==> src/rtl/ps2_pkg.sv <==
// Shared types and constants for the PS/2 mouse receiver: byte/packet FSM
// state encodings, frame geometry, default timing parameters and parity helper.
package ps2_pkg;

  typedef enum logic [1:0] {
    BS_IDLE   = 2'd0,
    BS_DATA   = 2'd1,
    BS_PARITY = 2'd2,
    BS_STOP   = 2'd3
  } byte_state_e;

  typedef enum logic [1:0] {
    PS_B0 = 2'd0,
    PS_B1 = 2'd1,
    PS_B2 = 2'd2
  } pkt_state_e;

  localparam int FRAME_BITS         = 11;
  localparam int DATA_BITS          = FRAME_BITS - 3;
  localparam int DEF_FILTER_LEN     = 8;
  localparam int DEF_TIMEOUT_CYCLES = 50000;

  // PS/2 uses odd parity across the eight data bits plus the parity bit.
  function automatic logic odd_parity_ok(input logic [7:0] data, input logic par);
    return ((^{data, par}) == 1'b1);
  endfunction

endpackage

==> src/rtl/mouse_ps2_rx_chk.sv <==
// Protocol invariants of the mouse receiver, kept apart from the datapath.
module mouse_ps2_rx_chk (
  input logic clk,
  input logic rst_n,
  input logic err,
  input logic pkt_valid,
  input logic byte_valid,
  input logic byte_err
);

  a_out_excl: assert property (@(posedge clk) disable iff (!rst_n) !(err && pkt_valid));
  a_byte_excl: assert property (@(posedge clk) disable iff (!rst_n) !(byte_valid && byte_err));

endmodule

==> src/rtl/ps2_byte_rx.sv <==
// PS/2 frame receiver: synchronises and debounces the device clock, samples
// data on filtered falling edges and delivers checked bytes or an error strobe.
module ps2_byte_rx
  import ps2_pkg::*;
#(
  parameter int FILTER_LEN     = DEF_FILTER_LEN,
  parameter int TIMEOUT_CYCLES = DEF_TIMEOUT_CYCLES
) (
  input  logic       clk,
  input  logic       rst_n,
  input  logic       ps2c,
  input  logic       ps2d,
  output logic [7:0] rx_byte,
  output logic       byte_valid,
  output logic       byte_err,
  output logic       byte_idle
);

  localparam int FW = $clog2(FILTER_LEN + 1);
  localparam int TW = $clog2(TIMEOUT_CYCLES + 1);
  localparam logic [FW-1:0] FILT_MAX = FW'(FILTER_LEN - 1);
  localparam logic [TW-1:0] TOUT_MAX = TW'(TIMEOUT_CYCLES - 1);
  localparam logic [2:0]    LAST_BIT = 3'(DATA_BITS - 1);

  logic          c_meta_r, c_sync_r, d_meta_r, d_sync_r;
  logic [FW-1:0] filt_cnt_r;
  logic          filt_r, filt_prev_r;
  logic          fall_s;

  byte_state_e   state_r;
  logic [7:0]    shift_r;
  logic [2:0]    bit_cnt_r;
  logic          par_r;
  logic [TW-1:0] tout_cnt_r;
  logic [7:0]    byte_r;
  logic          byte_valid_r, byte_err_r;

  // Synchronisers plus a level filter that only follows a stable clock line.
  always_ff @(posedge clk) begin
    if (!rst_n) begin
      c_meta_r    <= 1'b1;
      c_sync_r    <= 1'b1;
      d_meta_r    <= 1'b1;
      d_sync_r    <= 1'b1;
      filt_r      <= 1'b1;
      filt_prev_r <= 1'b1;
      filt_cnt_r  <= '0;
    end else begin
      c_meta_r    <= ps2c;
      c_sync_r    <= c_meta_r;
      d_meta_r    <= ps2d;
      d_sync_r    <= d_meta_r;
      filt_prev_r <= filt_r;
      if (c_sync_r != filt_r) begin
        if (filt_cnt_r == FILT_MAX) begin
          filt_r     <= c_sync_r;
          filt_cnt_r <= '0;
        end else begin
          filt_cnt_r <= filt_cnt_r + 1'b1;
        end
      end else begin
        filt_cnt_r <= '0;
      end
    end
  end

  assign fall_s = filt_prev_r & ~filt_r;

  // Byte FSM with in-frame timeout; an edge in the expiry cycle wins.
  always_ff @(posedge clk) begin
    if (!rst_n) begin
      state_r      <= BS_IDLE;
      shift_r      <= 8'd0;
      bit_cnt_r    <= 3'd0;
      par_r        <= 1'b0;
      tout_cnt_r   <= '0;
      byte_r       <= 8'd0;
      byte_valid_r <= 1'b0;
      byte_err_r   <= 1'b0;
    end else begin
      byte_valid_r <= 1'b0;
      byte_err_r   <= 1'b0;
      if ((state_r != BS_IDLE) && !fall_s) begin
        if (tout_cnt_r == TOUT_MAX) begin
          state_r    <= BS_IDLE;
          byte_err_r <= 1'b1;
          tout_cnt_r <= '0;
        end else begin
          tout_cnt_r <= tout_cnt_r + 1'b1;
        end
      end else begin
        tout_cnt_r <= '0;
        if (fall_s) begin
          case (state_r)
            BS_IDLE: begin
              if (!d_sync_r) begin
                state_r   <= BS_DATA;
                bit_cnt_r <= 3'd0;
              end
            end
            BS_DATA: begin
              shift_r   <= {d_sync_r, shift_r[7:1]};
              bit_cnt_r <= bit_cnt_r + 3'd1;
              if (bit_cnt_r == LAST_BIT) begin
                state_r <= BS_PARITY;
              end
            end
            BS_PARITY: begin
              par_r   <= d_sync_r;
              state_r <= BS_STOP;
            end
            BS_STOP: begin
              if (d_sync_r && odd_parity_ok(shift_r, par_r)) begin
                byte_r       <= shift_r;
                byte_valid_r <= 1'b1;
              end else begin
                byte_err_r <= 1'b1;
              end
              state_r <= BS_IDLE;
            end
            default: state_r <= BS_IDLE;
          endcase
        end
      end
    end
  end

  assign rx_byte    = byte_r;
  assign byte_valid = byte_valid_r;
  assign byte_err   = byte_err_r;
  assign byte_idle  = (state_r == BS_IDLE);

endmodule

==> src/rtl/mouse_ps2_rx.sv <==
// PS/2 mouse packet decoder: assembles three accepted bytes into button,
// motion and overflow outputs, with inter-byte timeout and error strobe.
module mouse_ps2_rx
  import ps2_pkg::*;
#(
  parameter int FILTER_LEN     = DEF_FILTER_LEN,
  parameter int TIMEOUT_CYCLES = DEF_TIMEOUT_CYCLES
) (
  input  logic       CLK50MHZ,
  input  logic       RST,
  input  logic       PS2C,
  input  logic       PS2D,
  output logic       pkt_valid,
  output logic       btn_l,
  output logic       btn_m,
  output logic       btn_r,
  output logic [8:0] dx,
  output logic [8:0] dy,
  output logic       x_ovf,
  output logic       y_ovf,
  output logic       err
);

  localparam int TW = $clog2(TIMEOUT_CYCLES + 1);
  localparam logic [TW-1:0] TOUT_MAX = TW'(TIMEOUT_CYCLES - 1);

  logic [7:0]    rx_byte_s;
  logic          byte_valid_s, byte_err_s, byte_idle_s;

  pkt_state_e    pstate_r;
  logic [7:0]    b0_r, b1_r;
  logic [TW-1:0] ptout_r;
  logic          pkt_valid_r, err_r;
  logic          btn_l_r, btn_m_r, btn_r_r, x_ovf_r, y_ovf_r;
  logic [8:0]    dx_r, dy_r;

  ps2_byte_rx #(
    .FILTER_LEN     (FILTER_LEN),
    .TIMEOUT_CYCLES (TIMEOUT_CYCLES)
  ) u_byte_rx (
    .clk        (CLK50MHZ),
    .rst_n      (RST),
    .ps2c       (PS2C),
    .ps2d       (PS2D),
    .rx_byte    (rx_byte_s),
    .byte_valid (byte_valid_s),
    .byte_err   (byte_err_s),
    .byte_idle  (byte_idle_s)
  );

  // Packet FSM; a byte error or inter-byte timeout drops any partial packet.
  always_ff @(posedge CLK50MHZ) begin
    if (!RST) begin
      pstate_r    <= PS_B0;
      b0_r        <= 8'd0;
      b1_r        <= 8'd0;
      ptout_r     <= '0;
      pkt_valid_r <= 1'b0;
      err_r       <= 1'b0;
      btn_l_r     <= 1'b0;
      btn_m_r     <= 1'b0;
      btn_r_r     <= 1'b0;
      x_ovf_r     <= 1'b0;
      y_ovf_r     <= 1'b0;
      dx_r        <= 9'd0;
      dy_r        <= 9'd0;
    end else begin
      pkt_valid_r <= 1'b0;
      err_r       <= 1'b0;
      if (byte_err_s) begin
        pstate_r <= PS_B0;
        err_r    <= 1'b1;
        ptout_r  <= '0;
      end else if (byte_valid_s) begin
        ptout_r <= '0;
        case (pstate_r)
          PS_B0: begin
            // Bit 3 of the first byte is always set; use it to resynchronise.
            if (rx_byte_s[3]) begin
              b0_r     <= rx_byte_s;
              pstate_r <= PS_B1;
            end else begin
              err_r <= 1'b1;
            end
          end
          PS_B1: begin
            b1_r     <= rx_byte_s;
            pstate_r <= PS_B2;
          end
          PS_B2: begin
            btn_l_r     <= b0_r[0];
            btn_r_r     <= b0_r[1];
            btn_m_r     <= b0_r[2];
            x_ovf_r     <= b0_r[6];
            y_ovf_r     <= b0_r[7];
            dx_r        <= {b0_r[4], b1_r};
            dy_r        <= {b0_r[5], rx_byte_s};
            pkt_valid_r <= 1'b1;
            pstate_r    <= PS_B0;
          end
          default: pstate_r <= PS_B0;
        endcase
      end else if ((pstate_r != PS_B0) && byte_idle_s) begin
        if (ptout_r == TOUT_MAX) begin
          pstate_r <= PS_B0;
          err_r    <= 1'b1;
          ptout_r  <= '0;
        end else begin
          ptout_r <= ptout_r + 1'b1;
        end
      end else begin
        ptout_r <= '0;
      end
    end
  end

  assign pkt_valid = pkt_valid_r;
  assign err       = err_r;
  assign btn_l     = btn_l_r;
  assign btn_m     = btn_m_r;
  assign btn_r     = btn_r_r;
  assign x_ovf     = x_ovf_r;
  assign y_ovf     = y_ovf_r;
  assign dx        = dx_r;
  assign dy        = dy_r;

  mouse_ps2_rx_chk u_chk (
    .clk        (CLK50MHZ),
    .rst_n      (RST),
    .err        (err_r),
    .pkt_valid  (pkt_valid_r),
    .byte_valid (byte_valid_s),
    .byte_err   (byte_err_s)
  );

endmodule

==> config.mk <==
export PLATFORM = sky130hd
export DESIGN_NAME = mouse_ps2_rx
export DESIGN_NICKNAME = d
export VERILOG_FILES = /design/src/rtl/ps2_pkg.sv /design/src/rtl/mouse_ps2_rx_chk.sv /design/src/rtl/ps2_byte_rx.sv /design/src/rtl/mouse_ps2_rx.sv
export SDC_FILE = /design/constraint.sdc
export NUM_CORES = 1
export LEC_CHECK = 0
export ABC_AREA = 1
export CORE_ASPECT_RATIO = 1.2
export CORE_UTILIZATION = 45
export CTS_BUF_LIST = sky130_fd_sc_hd__clkbuf_16
export CTS_CLUSTER_DIAMETER = 40
export DETAILED_ROUTE_END_ITERATION = 10
export PLACE_DENSITY = 0.64
export SYNTH_ARGS = -nofsm -noshare
export SYNTH_HDL_FRONTEND = slang
export SYNTH_SLANG_ARGS = --single-unit
==> constraint.sdc <==
create_clock -name CLK50MHZ -period 1.5 [get_ports CLK50MHZ]
set_clock_uncertainty 0.1 [all_clocks]
set_input_delay 0.15 -clock CLK50MHZ [delete_from_list [all_inputs] [get_ports CLK50MHZ]]
set_output_delay 0.15 -clock CLK50MHZ [all_outputs]
set_load 0.005 [all_outputs]
==> impl_metrics.yaml, run 1 <==
finish:
  final_cell_mix: "91 x nor2_1, 87 x nand2_1, 83 x dfxtp_1, 61 x buf_4, 53 x o21ai_0"
  num_antenna_cells: 0
  layout_commonest_cell: "nor2_1"
  drive_above_1_share_pct: 32.1
  nets: 725
  syn2layout_area_growth_pct: 35.2
clock_network:
  clock_sinks: 108
  clockRootBuffer: "clkbuf_16"
  clockBufferDepth: 2
  cts-buffers-inserted: 9
  htreeDepth: 3
  clk_pin_slew_worst_paths_ns: 0.07
  insertion_delay_ns: 0.34
  cts_tree: "yes"
grt:
  grt_pass1_vias: 4008
  antenna_found_initial: 0
  grt_pass1_wl_um: 17100
  overflow: 0
  grt_max_degree: 54
  grt_util_all_layers_pct: 19.9
yosys:
  syn_inst: 615
  synth_edf_count: 0
  synthFlopType: "dfxtp_1"
  syn_area_um2: 4660
  syn_nets: 628
  post_synth.cell_area_avg_um2: 7.58
  async_flop_share_pct: 0
  synth_cell_types: 42
  yosysSeqAreaShare_pct: 46.4
  ys_ff_latch: 108
  ys_warn_count: 0
worst_setup_path:
  critPathMaxFanout: 8
  critPathRequiredTime_ns: 1.64
  cp-end-kind: "register"
  crit_type: "register to register"
  cp-start-kind: "register"
  cp-startpoint: "ptout_r[1]$_SDFF_PP0_"
  critical_path_arrival_ns: 1.70
  r2r_start: "ptout_r[1]$_SDFF_PP0_"
drt:
  via_count: 4256
  wl_per_cell_um: 12.6
  drtIter0Drc: 170
  first_pass_iters: 4
  wl_um: 10600
  drc: 0
  drtAntennaViolNets: 0
  vias_per_cell: 5.05
power_and_ir_drop:
  p_total_w: 0.00513
  ir_drop_mv: 0.564
  power.leakage_nw: 2.60
  powerDensity_nw_per_um2: 814
place:
  dp_hpwl_um: 6850
  numPortBuffers: 28
  place_congestion: 0.800
timing:
  max_clock_freq_ghz: 0.638
  finalHoldViolCount: 0
  period_share_pct: 105
  worst_pin_slew_ns: 0.446
  fin_tns_setup_ns: -0.559
  rsz0062_at_grt: "yes"
  period_needed_ns: 1.57
  maxSlewHeadroom_pct: 70.0
  hold-worst-slack_ns: 0.288
  drv_slew: 0
  setup_viol: 19
  setup_ws_ns: -0.0680
floorplanning:
  die_h_um: 114
  io_pins: 29
  dieArea_um2: 10800
  std_cell_rows: 40
  core_area_um2: 10100
  die_w_um: 94.9
  start_util_pct: 46.3
job:
  maxCapViolCount: 0
outcome:
  outcome: "finished, violations left"
  violations: "setup timing"
min_path:
  worstHoldStart: "PS2D"
  hold_path_class: "primary input to register"
==> cells in the mapped netlist (3+ instances only) <==
cell type,instances,area share [%]
nor2_2,3,0.40
buf_2,5,0.54
nor2_4,3,0.72
nand2_2,7,0.94
buf_1,3,0.24
o21ai_0,54,5.8
dfxtp_1,108,46
xor2_1,5,0.94
nor3_2,3,0.64
ha_1,9,2.4
nand2_1,103,8.3
nand4_1,14,1.9
a21oi_1,44,4.7
nor3b_1,3,0.48
nor3_1,10,1.1
o211ai_1,3,0.48
nor2_1,108,8.7
nand3_1,24,2.6
clkbuf_1,6,0.48
or2_2,4,0.54
nor3b_2,3,0.81
inv_2,10,0.81
inv_1,56,4.5
==> metrics by stage <==
stage | instances | utilization (%) | setup WS (ns) | cell area (µm²)
4_1_cts | 830 | 59.0 | -0.0335 | 5940
3_5_place_dp | 804 | 54.2 | -0.166 | 5450
2_1_floorplan | 615 | - | -0.0154 | 4700
6_report | 842 | 62.6 | -0.0680 | 6300
5_1_grt | 842 | 62.6 | -0.137 | 6300
3_3_place_gp | 804 | 54.2 | -0.103 | 5450
==> metal layers <==
layer,global-route usage [%],vias to the layer above,routed length [µm]
li1,-,2197,-
met1,22.8,1989,4640
met2,35.7,59,5520
met3,4.53,11,299
met4,6.57,0,129
met5,0,-,0
==> registers in the layout, summed over array words and instances (netlist names), 2 cells and up <==
signal / count
u_byte_rx.filt_cnt_r: 4
ptout_r: 16
u_byte_rx.tout_cnt_r: 16
b1_r: 8
dy: 9
b0_r: 7
u_byte_rx.state_r: 2
u_byte_rx.bit_cnt_r: 3
pstate_r: 2
dx: 9
u_byte_rx.rx_byte: 8
u_byte_rx.shift_r: 8
==> final timing paths <==
kind                                   endpoint  slack [ns]  depth (start not counted)
setup / recovery          ptout_r[0]$_SDFF_PP0_       -0.07                          9
hold / removal    u_byte_rx.d_meta_r$_SDFF_PN1_        0.29                          2
setup reg to reg          ptout_r[0]$_SDFF_PP0_       -0.07                          9
hold reg to reg   u_byte_rx.d_sync_r$_SDFF_PN1_        0.32                          1
==> where the power goes <==
part	internal [W]	switching [W]	total (W)
combinational	0.0000287	0.0000493	0.0000781
clock	0.00112	0.00107	0.00219
sequential	0.00286	0.00000317	0.00286
total	0.00401	0.00112	0.00513
==> worst max-delay path, cell delays in order (launching register included) <==
cell     delay (ns)
dfxtp_2        0.36
ha_4           0.16
nand2_4        0.07
nor2_4         0.10
inv_2          0.06
nor2_4         0.11
nand3_4        0.11
nand4_4        0.23
buf_6          0.14
nor2_2         0.03
==> cell type report <==
type,count,area [µm²]
clock buffer,9,225
clock inverter,6,40.0
fill,841,3760
inverter,67,267
multi-input combinational,425,2520
sequential,108,2210
tap,126,158
timing repair buffer,101,888
==> logic make-up (layout without fill, tap and decap cells) <==
family	after synthesis	after routing	synth area share, %
compound gates	110	110	12.4
flops	108	108	46.4
fa+ha+maj	9	9	2.42
simple gates	298	299	30.5
xor+xnor	7	7	1.32
buf+inv	83	183	7.00
==> timing repair <==
action,4_1_cts,5_1_grt
setup endpoints to repair,45,86
hold buffers,1,0
gates resized for setup,48,84
gates cloned,1,1
pin swaps,23,31
endpoints found under the hold margin,1,0
buffers inserted,9,11
Power figures use the tool's default switching activity.
==> run 2: changes to the inputs <==
--- a/config.mk
+++ b/config.mk
@@ -6,7 +6,7 @@
 export NUM_CORES = 1
 export LEC_CHECK = 0
 export ABC_AREA = 1
-export CORE_ASPECT_RATIO = 1.2
+export CORE_ASPECT_RATIO = 0.9
 export CORE_UTILIZATION = 45
 export CTS_BUF_LIST = sky130_fd_sc_hd__clkbuf_16
 export CTS_CLUSTER_DIAMETER = 40
==> run 2 against run 1 <==
Against the previous run: the flow still finishes with violations (setup timing); clock power hardly changed; combinational power up 4.6%; global-route usage grew 0.70 points; flip-flop and latch count unchanged; wire length grew 6.0%; sequential power about the same; hold slack worse by 0.27 ns; critical path depth unchanged; highest routed layer unchanged.
==> impl_metrics.yaml, run 2 (synthesis gave the netlist of run 1 again) <==
timing:
  fin_tns_setup_ns: -0.999
  setup_viol: 41
  finalHoldViolCount: 0
  worst_pin_slew_ns: 0.490
  period_needed_ns: 1.55
  period_share_pct: 104
  drv_slew: 0
  rsz0062_at_grt: "yes"
  setup_ws_ns: -0.0527
  max_clock_freq_ghz: 0.644
  maxSlewHeadroom_pct: 67.0
clock_network:
  htreeDepth: 3
  insertion_delay_ns: 0.34
  clk_pin_slew_worst_paths_ns: 0.07
  clockBufferDepth: 2
  cts-buffers-inserted: 9
  clockRootBuffer: "clkbuf_16"
  clock_sinks: 108
  cts_tree: "yes"
drt:
  drc: 0
  drtAntennaViolNets: 0
  drtIter0Drc: 181
  wl_um: 11200
  first_pass_iters: 5
  wl_per_cell_um: 13.0
  vias_per_cell: 5.07
  via_count: 4377
worst_setup_path:
  crit_slowest_cell: "dfxtp_2"
  critical_path_arrival_ns: 1.74
  critPathMaxFanout: 8
  critical_path.cell_chain: "inv_2 -> ha_4 -> inv_4 -> nor2_4 -> inv_2 -> nor2_4 -> nand4_4 -> a21oi_2 -> o21a_1"
  critPathRequiredTime_ns: 1.69
  cp-end-kind: "register"
  reg2reg_depth: 9
  cp-start-kind: "register"
  max_stage_delay_ns: 0.33
  crit_type: "register to register"
grt:
  grt_util_all_layers_pct: 20.6
  grt_pass1_vias: 3965
  antenna_found_initial: 0
  overflow: 0
  grt_max_degree: 40
  grt_pass1_wl_um: 17700
floorplanning:
  die_h_um: 98.6
  std_cell_rows: 34
  core_area_um2: 9870
  die_w_um: 109
  start_util_pct: 47.2
  dieArea_um2: 10800
  io_pins: 29
finish:
  final_cell_mix: "80 x nand2_1, 79 x dfxtp_1, 75 x nor2_1, 75 x buf_4"
  nets: 747
  syn2layout_area_growth_pct: 44.2
  top_regs: "ptout_r (16), u_byte_rx.tout_cnt_r (16)"
  drive_above_1_share_pct: 39.8
  final_util_pct: 68.1
  layout_commonest_cell: "nand2_1"
  num_antenna_cells: 0
power_and_ir_drop:
  powerDensity_nw_per_um2: 761
  power.leakage_nw: 2.77
  ir_drop_mv: 0.662
min_path:
  worstHoldPathCells: 2
  hold_path_class: "primary input to register"
place:
  numPortBuffers: 28
  place_congestion: 0.804
  dp_hpwl_um: 7010
outcome:
  outcome: "finished, violations left"
  violations: "setup timing"
job:
  maxCapViolCount: 0
[run 2: cell types whose count changed in the layout (fill, tap and decap cells not counted), moves of 7 or more]
cell and delta:
nor2_1 -16, buf_4 +14, o21ai_0 -15, nand2_1 -7, nor2_4 +18, o21ai_2 +10
[run 2: timing repair]
action	CTS	global route
hold endpoints to repair	1	0
buffers inserted	20	14
hold buffers	1	0
cloned	2	3
endpoints found under the setup margin	54	80
pin swaps	23	44
resized for setup	77	142
[run 2: power by group]
group	internal (W)	switching [W]	leakage (nW)	total, W
registers	0.00286	0.00000321	0.887	0.00287
clock network	0.00112	0.00105	0.131	0.00217
logic	0.0000286	0.0000531	1.75	0.0000817
[run 2: layer usage]
| layer | wire length (µm) | vias to the layer above | track usage (%) |
|---|---|---|---|
| met5 | 0 | - | 0 |
| met4 | 127 | 0 | 6.46 |
| met3 | 395 | 12 | 3.64 |
| met2 | 5620 | 70 | 34.0 |
| met1 | 5090 | 2045 | 27.1 |
| li1 | - | 2250 | - |
[run 2: layout make-up]
cell class	instances	area [µm²]
Inverter	67	272
Timing Repair Buffer	122	1100
Timing Repair inverter	1	5.00
Sequential cell	108	2210
Fill cell	785	3150
Clock buffer	9	225
Multi-Input combinational cell	425	2720
Tap cell	126	158
Clock inverter	6	38.8
[run 2: through the flow]
step | power [W] | std cells | hold WS [ns] | cell area, µm² | setup WS (ns)
after global placement | 0.00301 | 811 | 0.295 | 5500 | -0.127
after floorplan | 0.00299 | 615 | 0.157 | 4700 | -0.0154
after global routing | 0.00530 | 864 | 0.0227 | 6720 | -0.200
after detailed placement | 0.00301 | 811 | 0.300 | 5500 | -0.174
after CTS | 0.00518 | 849 | 0.0164 | 6150 | -0.0424
final | 0.00511 | 864 | 0.0205 | 6720 | -0.0527
[run 2: worst paths after layout]
path | start | to | slack [ns]
worst max-delay path | u_byte_rx.state_r[1]$_SDFFE_PN0P_ | ptout_r[9]$_SDFF_PP0_ | -0.05
worst min-delay path | RST | u_byte_rx.filt_r$_SDFFE_PN1P_ | 0.02
worst max register to register | u_byte_rx.state_r[1]$_SDFFE_PN0P_ | ptout_r[9]$_SDFF_PP0_ | -0.05
worst min register to register | u_byte_rx.d_meta_r$_SDFF_PN1_ | u_byte_rx.d_sync_r$_SDFF_PN1_ | 0.32
[run 2: worst max-delay path: cells and delay by family, from the launching register on]
kind            cells  cell delay (ns)
compound gates      2             0.29
fa+ha+maj           1             0.14
buf+inv             3             0.17
flops               1             0.33
simple gates        3             0.46
